`config.mk`:
```
export PLATFORM = sky130hd
export DESIGN_NAME = ifetch_unit_flat
export DESIGN_NICKNAME = d
export VERILOG_FILES = /design/src/rtl/ifetch_unit_pkg.sv /design/src/rtl/ifetch_unit_if.sv /design/src/rtl/ifetch_unit_fetch_fifo.sv /design/src/rtl/ifetch_unit.sv /design/src/flat_wrapper.sv
export SDC_FILE = /design/constraint.sdc
export NUM_CORES = 1
export LEC_CHECK = 0
export CAP_MARGIN = 40
export CORE_UTILIZATION = 52
export DETAILED_ROUTE_END_ITERATION = 8
export HOLD_SLACK_MARGIN = 0.05
export PLACE_DENSITY = 0.8
export RECOVER_POWER = 50
export SLEW_MARGIN = 0
export SYNTH_ARGS = -nofsm -noshare
export SYNTH_HDL_FRONTEND = slang
export SYNTH_SLANG_ARGS = --single-unit
```
`constraint.sdc`:
```
create_clock -name i_clock -period 3.3 [get_ports i_clock]
set_input_delay 0.825 -clock i_clock [delete_from_list [all_inputs] [get_ports i_clock]]
set_output_delay 0.825 -clock i_clock [all_outputs]
set_load 0.02 [all_outputs]
```
`src/rtl/ifetch_unit_pkg.sv`:
```
// Shared types and constants for the instruction-fetch front end.
package ifetch_unit_pkg;

   localparam int unsigned INST_ADDR_W    = 12;
   localparam int unsigned INST_W         = 32;
   localparam int unsigned IFETCH_COUNT_W = 32;

   typedef logic [INST_ADDR_W-1:0] InstAddr;
   typedef logic [INST_W-1:0]      Inst;

   typedef enum logic {
      FETCH,
      DRAIN
   } FetchState;

   typedef struct packed {
      InstAddr pc;
      Inst     inst;
   } FetchEntry;

endpackage

```
`src/rtl/ifetch_unit_if.sv`:
```
// Cache request/response and decode valid/ready signals of the fetch unit.
interface ifetch_unit_if;
   import ifetch_unit_pkg::*;

   InstAddr o_cache_addr;
   logic    o_cache_rd;
   Inst     i_cache_inst;
   logic    i_cache_busy;
   logic    i_cache_hit;

   logic    o_valid;
   Inst     o_inst;
   InstAddr o_pc;
   logic    i_ready;

   modport master (
      output o_cache_addr, o_cache_rd, o_valid, o_inst, o_pc,
      input  i_cache_inst, i_cache_busy, i_cache_hit, i_ready
   );

   modport slave (
      input  o_cache_addr, o_cache_rd, o_valid, o_inst, o_pc,
      output i_cache_inst, i_cache_busy, i_cache_hit, i_ready
   );

endinterface

```
`src/rtl/ifetch_unit_fetch_fifo.sv`:
```
// Small power-of-two FIFO of fetched entries with synchronous flush.
module fetch_fifo
   import ifetch_unit_pkg::*;
#(
   parameter int unsigned DEPTH = 4,
   parameter type T = FetchEntry,
   localparam int unsigned PTR_W = $clog2(DEPTH),
   localparam int unsigned CNT_W = PTR_W + 1
) (
   input  logic             i_clock,
   input  logic             i_reset,
   input  logic             push,
   input  T                 push_data,
   input  logic             pop,
   input  logic             flush,
   output logic             full,
   output logic             empty,
   output logic [CNT_W-1:0] count,
   output T                 head
);

   T                 mem [DEPTH];
   logic [PTR_W-1:0] wr_ptr;
   logic [PTR_W-1:0] rd_ptr;
   logic             do_push;
   logic             do_pop;

   assign empty   = (count == '0);
   assign full    = (count == CNT_W'(DEPTH));
   assign do_pop  = pop && !empty;
   assign do_push = push && (!full || do_pop);
   assign head    = mem[rd_ptr];

   // Flush wins over any push or pop in the same cycle.
   always_ff @(posedge i_clock) begin
      if (i_reset || flush) begin
         wr_ptr <= '0;
         rd_ptr <= '0;
         count  <= '0;
      end else begin
         if (do_push) begin
            mem[wr_ptr] <= push_data;
            wr_ptr      <= wr_ptr + PTR_W'(1);
         end
         if (do_pop) begin
            rd_ptr <= rd_ptr + PTR_W'(1);
         end
         count <= count + CNT_W'(do_push) - CNT_W'(do_pop);
      end
   end

endmodule

```
`src/rtl/ifetch_unit.sv`:
```
// Instruction fetch: owns the PC, reads ICache sequentially, buffers tagged instructions for decode.
// Optional perf counters enabled by defining IFETCH_PERF_EN.
module ifetch_unit
   import ifetch_unit_pkg::*;
#(
   parameter InstAddr     RESET_PC = InstAddr'(0),
   parameter int unsigned PC_STEP  = 1,
   parameter int unsigned DEPTH    = 4
) (
   input  logic                      i_clock,
   input  logic                      i_reset,
   input  logic                      i_redirect,
   input  InstAddr                   i_redirect_pc,
   ifetch_unit_if.master             bus,
   output logic [IFETCH_COUNT_W-1:0] o_hit_count,
   output logic [IFETCH_COUNT_W-1:0] o_miss_count
);

   localparam int unsigned CNT_W = $clog2(DEPTH) + 1;

   FetchState        state_q;
   FetchState        state_d;
   InstAddr          pc_q;
   InstAddr          pc_d;
   InstAddr          drain_addr_q;
   InstAddr          drain_addr_d;
   logic             cache_rd_c;
   logic             push_c;
   logic             pop_req_c;
   logic             fifo_full;
   logic             fifo_empty;
   logic [CNT_W-1:0] fifo_count_unused;
   FetchEntry        push_data;
   FetchEntry        head;

   assign pop_req_c = bus.o_valid && bus.i_ready;
   assign push_data = '{pc: pc_q, inst: bus.i_cache_inst};

   always_ff @(posedge i_clock) begin
      if (i_reset) begin
         state_q      <= FETCH;
         pc_q         <= RESET_PC;
         drain_addr_q <= RESET_PC;
      end else begin
         state_q      <= state_d;
         pc_q         <= pc_d;
         drain_addr_q <= drain_addr_d;
      end
   end

   // Request generation, PC update and redirect handling; reset cycle issues nothing.
   always_comb begin
      state_d      = state_q;
      pc_d         = pc_q;
      drain_addr_d = drain_addr_q;
      cache_rd_c   = 1'b0;
      push_c       = 1'b0;
      if (!i_reset) begin
         case (state_q)
            FETCH: begin
               cache_rd_c = !fifo_full || pop_req_c;
               if (i_redirect) begin
                  pc_d = i_redirect_pc;
                  if (cache_rd_c && bus.i_cache_busy) begin
                     state_d      = DRAIN;
                     drain_addr_d = pc_q;
                  end
               end else if (cache_rd_c && !bus.i_cache_busy) begin
                  push_c = 1'b1;
                  pc_d   = pc_q + InstAddr'(PC_STEP);
               end
            end
            DRAIN: begin
               // Old request must complete; its response is dropped.
               cache_rd_c = 1'b1;
               if (i_redirect) begin
                  pc_d = i_redirect_pc;
               end
               if (!bus.i_cache_busy) begin
                  state_d = FETCH;
               end
            end
            default: state_d = FETCH;
         endcase
      end
   end

   assign bus.o_cache_rd   = cache_rd_c;
   assign bus.o_cache_addr = (state_q == DRAIN) ? drain_addr_q : pc_q;

   fetch_fifo #(
      .DEPTH (DEPTH),
      .T     (FetchEntry)
   ) u_fifo (
      .i_clock   (i_clock),
      .i_reset   (i_reset),
      .push      (push_c),
      .push_data (push_data),
      .pop       (pop_req_c),
      .flush     (i_redirect),
      .full      (fifo_full),
      .empty     (fifo_empty),
      .count     (fifo_count_unused),
      .head      (head)
   );

   assign bus.o_valid = !fifo_empty;
   assign bus.o_pc    = head.pc;
   assign bus.o_inst  = head.inst;

`ifdef IFETCH_PERF_EN
   // Count only responses that actually entered the FIFO.
   always_ff @(posedge i_clock) begin
      if (i_reset) begin
         o_hit_count  <= '0;
         o_miss_count <= '0;
      end else if (push_c) begin
         if (bus.i_cache_hit) begin
            o_hit_count <= o_hit_count + IFETCH_COUNT_W'(1);
         end else begin
            o_miss_count <= o_miss_count + IFETCH_COUNT_W'(1);
         end
      end
   end
`else
   logic unused_cache_hit;
   assign unused_cache_hit = bus.i_cache_hit;
   assign o_hit_count      = '0;
   assign o_miss_count     = '0;
`endif

endmodule
```
`src/flat_wrapper.sv`:
```
// flat-port wrapper written by rule: the top's interface ports become plain ports
module ifetch_unit_flat import ifetch_unit_pkg::*;
#(
   parameter InstAddr     RESET_PC = InstAddr'(0),
   parameter int unsigned PC_STEP  = 1,
   parameter int unsigned DEPTH    = 4
)
  (i_clock, i_reset, i_redirect, i_redirect_pc, o_hit_count, o_miss_count, bus_o_cache_addr, bus_o_cache_rd, bus_o_valid, bus_o_inst, bus_o_pc, bus_i_cache_inst, bus_i_cache_busy, bus_i_cache_hit, bus_i_ready);
  ifetch_unit_if bus_i ();
  input  logic i_clock;
  input  logic i_reset;
  input  logic i_redirect;
  input  InstAddr i_redirect_pc;
  output logic [IFETCH_COUNT_W-1:0] o_hit_count;
  output logic [IFETCH_COUNT_W-1:0] o_miss_count;
  output wire logic [$bits(bus_i.o_cache_addr)-1:0] bus_o_cache_addr;
  output wire logic [$bits(bus_i.o_cache_rd)-1:0] bus_o_cache_rd;
  output wire logic [$bits(bus_i.o_valid)-1:0] bus_o_valid;
  output wire logic [$bits(bus_i.o_inst)-1:0] bus_o_inst;
  output wire logic [$bits(bus_i.o_pc)-1:0] bus_o_pc;
  input wire logic [$bits(bus_i.i_cache_inst)-1:0] bus_i_cache_inst;
  input wire logic [$bits(bus_i.i_cache_busy)-1:0] bus_i_cache_busy;
  input wire logic [$bits(bus_i.i_cache_hit)-1:0] bus_i_cache_hit;
  input wire logic [$bits(bus_i.i_ready)-1:0] bus_i_ready;
  assign bus_o_cache_addr = bus_i.o_cache_addr;
  assign bus_o_cache_rd = bus_i.o_cache_rd;
  assign bus_o_valid = bus_i.o_valid;
  assign bus_o_inst = bus_i.o_inst;
  assign bus_o_pc = bus_i.o_pc;
  assign bus_i.i_cache_inst = bus_i_cache_inst;
  assign bus_i.i_cache_busy = bus_i_cache_busy;
  assign bus_i.i_cache_hit = bus_i_cache_hit;
  assign bus_i.i_ready = bus_i_ready;
  ifetch_unit #(.RESET_PC(RESET_PC), .PC_STEP(PC_STEP), .DEPTH(DEPTH)) u_core (.i_clock(i_clock), .i_reset(i_reset), .i_redirect(i_redirect), .i_redirect_pc(i_redirect_pc), .bus(bus_i), .o_hit_count(o_hit_count), .o_miss_count(o_miss_count));
endmodule
```
Word-level counts from Yosys, hierarchy flattened
Memory sizes are Yosys's and may differ from the RTL's. A register that Yosys moved wholly into a read port is not among the register bits. Index checks and enable logic that the tools add are counted.

Add/subtract/negate cells: 5. Reductions and logical operators: 14. Muxes and demuxes: 20. Bitwise gates (word level): 1. Equality and inequality tests: 3.

Operators with widths (number): $mux W12 (4); $pmux W12 S2 (1); $add A12 B1 Y12 const B (1); $mux W1 (11); $logic_and A1 B1 Y1 (5); $add A2 B1 Y2 const B (2); $mux W2 (2); $pmux W1 S2 (2); $add A3 B1 Y3 (1); $eq A3 B3 Y1 const B (1); $logic_not A1 Y1 (3); $logic_not A3 Y1 (1); $logic_or A1 B1 Y1 (3); $ne A3 B2 Y1 const B (1); $reduce_and A3 Y1 (1); $sub A3 B1 Y3 (1); $ne A2 B2 Y1 const B (1); $reduce_and A2 Y1 (1); $not A1 Y1 (1).

Output and inout bits: 122. Memories: 1. RAM bits: 176. Bits in registers: 32.

Memory list: u_core.u_fifo.mem (depth 4, width 44, rd ports 1, clocked after Yosys merged registers in 1, wr ports 1, RTL line ifetch_unit_fetch_fifo.sv:22) `T mem [DEPTH];`.

Logic depth before layout (Yosys ltp)
Depth after elaboration: 13. Depth in mapped cells: 12. Depth with buffers taken out: 11.

By module
From an unflattened synthesis, not the netlist that was laid out.

Cells, all modules: 503. Area total of the unflattened synthesis: 8817.2 um^2.

By module, submodules not included: fetch_fifo (instances 1, cells each 277, seq. area each 5465.2 um^2, area an instance 6882.9 um^2); ifetch_unit (instances 1, cells each 226, seq. area each 500.5 um^2, area an instance 1934.4 um^2).

Least setup slack after synthesis
Ideal clock, no wire load.

Kind: in2reg. Start: in i_redirect. End: mem u_core.u_fifo.mem[0][0] (netlist name) (enable). Setup time: 0.406 ns. Arrival: 2.553 ns. Buffers on the path: 2. Data required time: 2.894 ns. Stages: 4. Slack: 0.341 ns. Cell sequence: buf_2 -> buf_1 -> nor2_1 -> and3_1.

Cells in the longest elaborated chain, start to end: 7. Elaborated cells between the ends (all ways): 8.

Ends and longest elaborated chain: start, declared (RTL line flat_wrapper.sv:12) `input logic i_redirect;`; $mux W1 (RTL line ifetch_unit.sv:62) `if (i_redirect) begin`; $mux W1 (RTL line ifetch_unit.sv:59) `case (state_q)`; $mux W1 (RTL line ifetch_unit.sv:58) `if (!i_reset) begin`; $logic_and A1 B1 Y1 (RTL line ifetch_unit_fetch_fifo.sv:31) `assign do_push = push && (!full || do_pop);`; $mux W1 (RTL line ifetch_unit_fetch_fifo.sv:41) `if (do_push) begin`; $mux W1 * (RTL line ifetch_unit_fetch_fifo.sv:36) `if (i_reset || flush) begin`; $mux W1 (implied by the code) * (RTL line ifetch_unit_fetch_fifo.sv:42) `mem[wr_ptr] <= push_data;`; end, declared (RTL line ifetch_unit_fetch_fifo.sv:22).

Mark *: on every way between the ends. The rest lies on a longest branch, timed or not.

Final worst setup path
Start: reg u_core.state_q. End: out bus_o_cache_addr[3].

Cells in the longest elaborated chain, start to end: 1.

Ends and longest elaborated chain: start, declared (RTL line ifetch_unit.sv:21) `FetchState state_q;`; start signal, assigned (RTL line ifetch_unit.sv:45) `state_q <= state_d;`; $mux W12 (RTL line ifetch_unit.sv:89) `assign bus.o_cache_addr = (state_q == DRAIN) ? drain_addr_q : pc_q;`; end, declared (RTL line flat_wrapper.sv:16) `output wire logic [$bits(bus_i.o_cache_addr)-1:0] bus_o_cache_addr;`.

No other way between the ends.

==> summary.txt <==
Critical path
  • Largest stage delay on the critical path: 890 ps
  • Max stage delay cell, worst path: dfxtp_1
  • Reg2reg end: u_core.u_fifo.mem[0][15]$_DFFE_PP_
  • Critical Path Fanout Max: 24
  • Critical path class: reg2out
  • R2R Setup Slk: 410 ps
  • Worst setup SP type: flop
  • Number of cells on the worst reg-to-reg path: 5
  • WP data arrival: 2350 ps
  • WP buf/inv: 1
  • Critical path capture point type: output port
  • Cells along the critical path: mux2_2 > clkdlybuf4s50_1
  • Crit path max-delay family: flip-flops
  • Req. time, crit path: 2470 ps
  • Reg-to-reg startpoint: u_core.state_q$_SDFF_PP0_

Drt
  • Number of remaining DRC errors: 0
  • DR pass1 iterations: 4
  • Vias: 4,626
  • DR WL/cell: 18.4 um
  • Initial DRC count: 316
  • ANT nets after route: 0
  • Via-to-Cell Ratio: 5.32
  • Final wirelength: 16.0 mm

Placement
  • Placed Area: 0.00991 mm2
  • Port bufs: 106
  • HPWL after DPL: 10.0 mm
  • Gpl congestion: 0.867

Timing
  • Final setup fails: 0
  • Fin Hold WS: 495 ps
  • Slew headroom: 25.1%
  • Tmin final: 3180 ps
  • Worst slew pin tran: 1120 ps
  • Final hold viol count: 0
  • Unrepaired setup endpoints after global routing: false
  • Worst clock skew: 8.75 ps
  • Peak Freq: 0.314 GHz
  • Slew Limit Fails: 0
  • Fin crit share: 96.4%
  • Setup TNS: 0 ps

Clocking
  • Clock sinks: 210
  • TritonCTS Buffers: 21
  • TritonCTS clock tree: done
  • Clk Latency, worst-skew pair: 490 ps
  • Reg clk slew, reported paths: 60 ps
  • Maximum level of the CTS H-tree: 1
  • CTS root buf: clkbuf_16
  • Clk buf depth: 3

Cells and area
  • Footprint of the multi-input gates: 0.00230 mm2
  • Synth-to-layout area growth: 21.4%
  • Reg area: 0.00597 mm2
  • Layout cells sized above 1: 17.3%
  • Commonest non-fill, non-tap cell in the layout: edfxtp_1
  • Nets: 698
  • Most frequent cells in the layout: 176 x edfxtp_1, 70 x clkdlybuf4s50_1, 64 x conb_1
  • Post-Layout Inst Area: 0.0105 mm2
  • FILL cells: 1,086

Global route
  • GRT Total Usage: 18.7%
  • Initial antenna violation count: 1
  • Vias in the first global route: 4,530
  • Largest net degree at the start of global routing: 45
  • Grt ovf: 0
  • First-pass GRT wire length: 24.1 mm

Power and ir drop
  • Leakage: 3.58 nW
  • Power Density: 517 mW/mm2
  • Max rail drop VDD: 0.000313 V

Yosys
  • Cells after Synth: 505
  • Synth Register Bits: 210
  • Ys flop type: edfxtp_1
  • Post-synthesis cell type count: 49
  • Seq/Total Area, Yosys: 68.9%
  • Synthesized area: 0.00866 mm2
  • Yosys warnings: 0
  • Ys async rst share: 0%
  • Post-synth EDFFs: 176
  • Average size of a mapped cell: 17.2 um2

Floorplan
  • Die Area: 0.0172 mm2
  • Initial Util: 54.0%
  • Num rows: 46
  • Core box area: 0.0161 mm2
  • Die height: 131 um
  • I/O Pins: 172
  • Die width: 131 um

Job
  • Max Cap Viol: 0

Worst hold path
  • Hold Path Stages: 2
  • Hold path startpoint: u_core.drain_addr_q[8]$_SDFFE_PP0P_
  • Worst Hold Path EP: u_core.drain_addr_q[8]$_SDFFE_PP0P_
  • Worst hold path type: reg2reg

Outcome
  • Outcome: finished clean
-- cell usage after synthesis (3+ instances only) --
master | n | share of area, %
a21oi_1 | 9 | 0.52
buf_4 | 65 | 5.6
o21ai_0 | 6 | 0.35
o21a_1 | 3 | 0.26
buf_2 | 8 | 0.46
mux2i_1 | 12 | 1.4
mux2_2 | 9 | 1.2
mux4_2 | 44 | 11
ha_1 | 7 | 1.0
and3_1 | 5 | 0.36
a31oi_1 | 3 | 0.22
clkbuf_1 | 10 | 0.43
nor4_1 | 4 | 0.29
xnor2_1 | 5 | 0.51
nor2_1 | 28 | 1.2
dfxtp_1 | 34 | 7.9
edfxtp_1 | 176 | 61
nand2_1 | 19 | 0.82
inv_1 | 11 | 0.48
nand3_1 | 4 | 0.23
and2_1 | 4 | 0.29
o21ai_1 | 4 | 0.23
-- kinds of logic after synthesis --
family,count (synthesis),synth area share (%)
compound gates,40,3.47
xor+xnor,7,0.708
flops,210,68.9
fa+ha+maj,8,1.24
buf+inv,95,7.05
simple gates,79,4.65
mux,65,14.0
other cells,1,0.0433
-- worst register-to-register path, cell delays in order, from the launching register on --
cell      delay [ps]
dfxtp_1          590
or2_0            370
nor2_1           130
clkbuf_1         350
and3_1           840
buf_4            320
-- layer usage --
| layer | GRT usage [%] | wire length [um] |
|---|---|---|
| met5 | 0 | 0 |
| met4 | 3.85 | 245 |
| met3 | 4.10 | 1200 |
| met2 | 31.3 | 7940 |
| met1 | 25.3 | 6610 |
-- state kept, by name, indices dropped and copies added (netlist names), named ones only --
name                  flops
u_core.u_fifo.wr_ptr      2
u_core.state_q            1
u_core.pc_q              12
u_core.u_fifo.count       3
u_core.u_fifo.rd_ptr      2
u_core.drain_addr_q      12
u_core.u_fifo.mem       176
-- power by group --
group	total (mW)	internal, mW	switching, mW
sequential	2.96	2.92	0.0421
combinational	0.410	0.173	0.236
clock	2.07	1.16	0.902
total	5.43	4.25	1.18
-- area by class of cell --
type	count	share of cell area, %
diodes	1	0.0238
inverters	11	0.393
well taps	216	2.57
clock buffers	26	5.18
clock inverters	10	0.452
flip-flops and latches	210	56.8
multi-input cells	263	21.9
repair buffers	133	12.7
-- timing repair --
action,4_1_cts,5_1_grt
hold buffers,0,0
endpoints found under the setup margin,0,15
resized for setup,0,1
setup buffers,0,7
-- stage by stage --
stage,utilization (%),worst slack [ps],std cells,power (mW)
2_1_floorplan,-,341,568,3.30
3_3_place_gp,61.7,42.4,826,3.42
3_5_place_dp,61.7,17.6,826,3.43
4_1_cts,65.4,11.5,862,5.48
5_1_grt,65.5,50.6,869,5.61
6_report,65.5,120,870,5.43
-- worst max-delay path by stage --
stage / endpoint / start / cells past startpoint / slack (ps)
2_1_floorplan: u_core.u_fifo.mem[0][0]$_DFFE_PP_ / i_redirect / 4 / 340
3_3_place_gp: bus_o_cache_rd / bus_i_ready / 5 / 40
3_5_place_dp: bus_o_cache_rd / bus_i_ready / 5 / 20
4_1_cts: bus_o_cache_rd / bus_i_ready / 5 / 10
5_1_grt: u_core.u_fifo.mem[0][20]$_DFFE_PP_ / bus_i_cache_busy / 6 / 50
6_report: bus_o_cache_addr[3] / u_core.state_q$_SDFF_PP0_ / 2 / 120
Power figures use the tool's default switching activity.
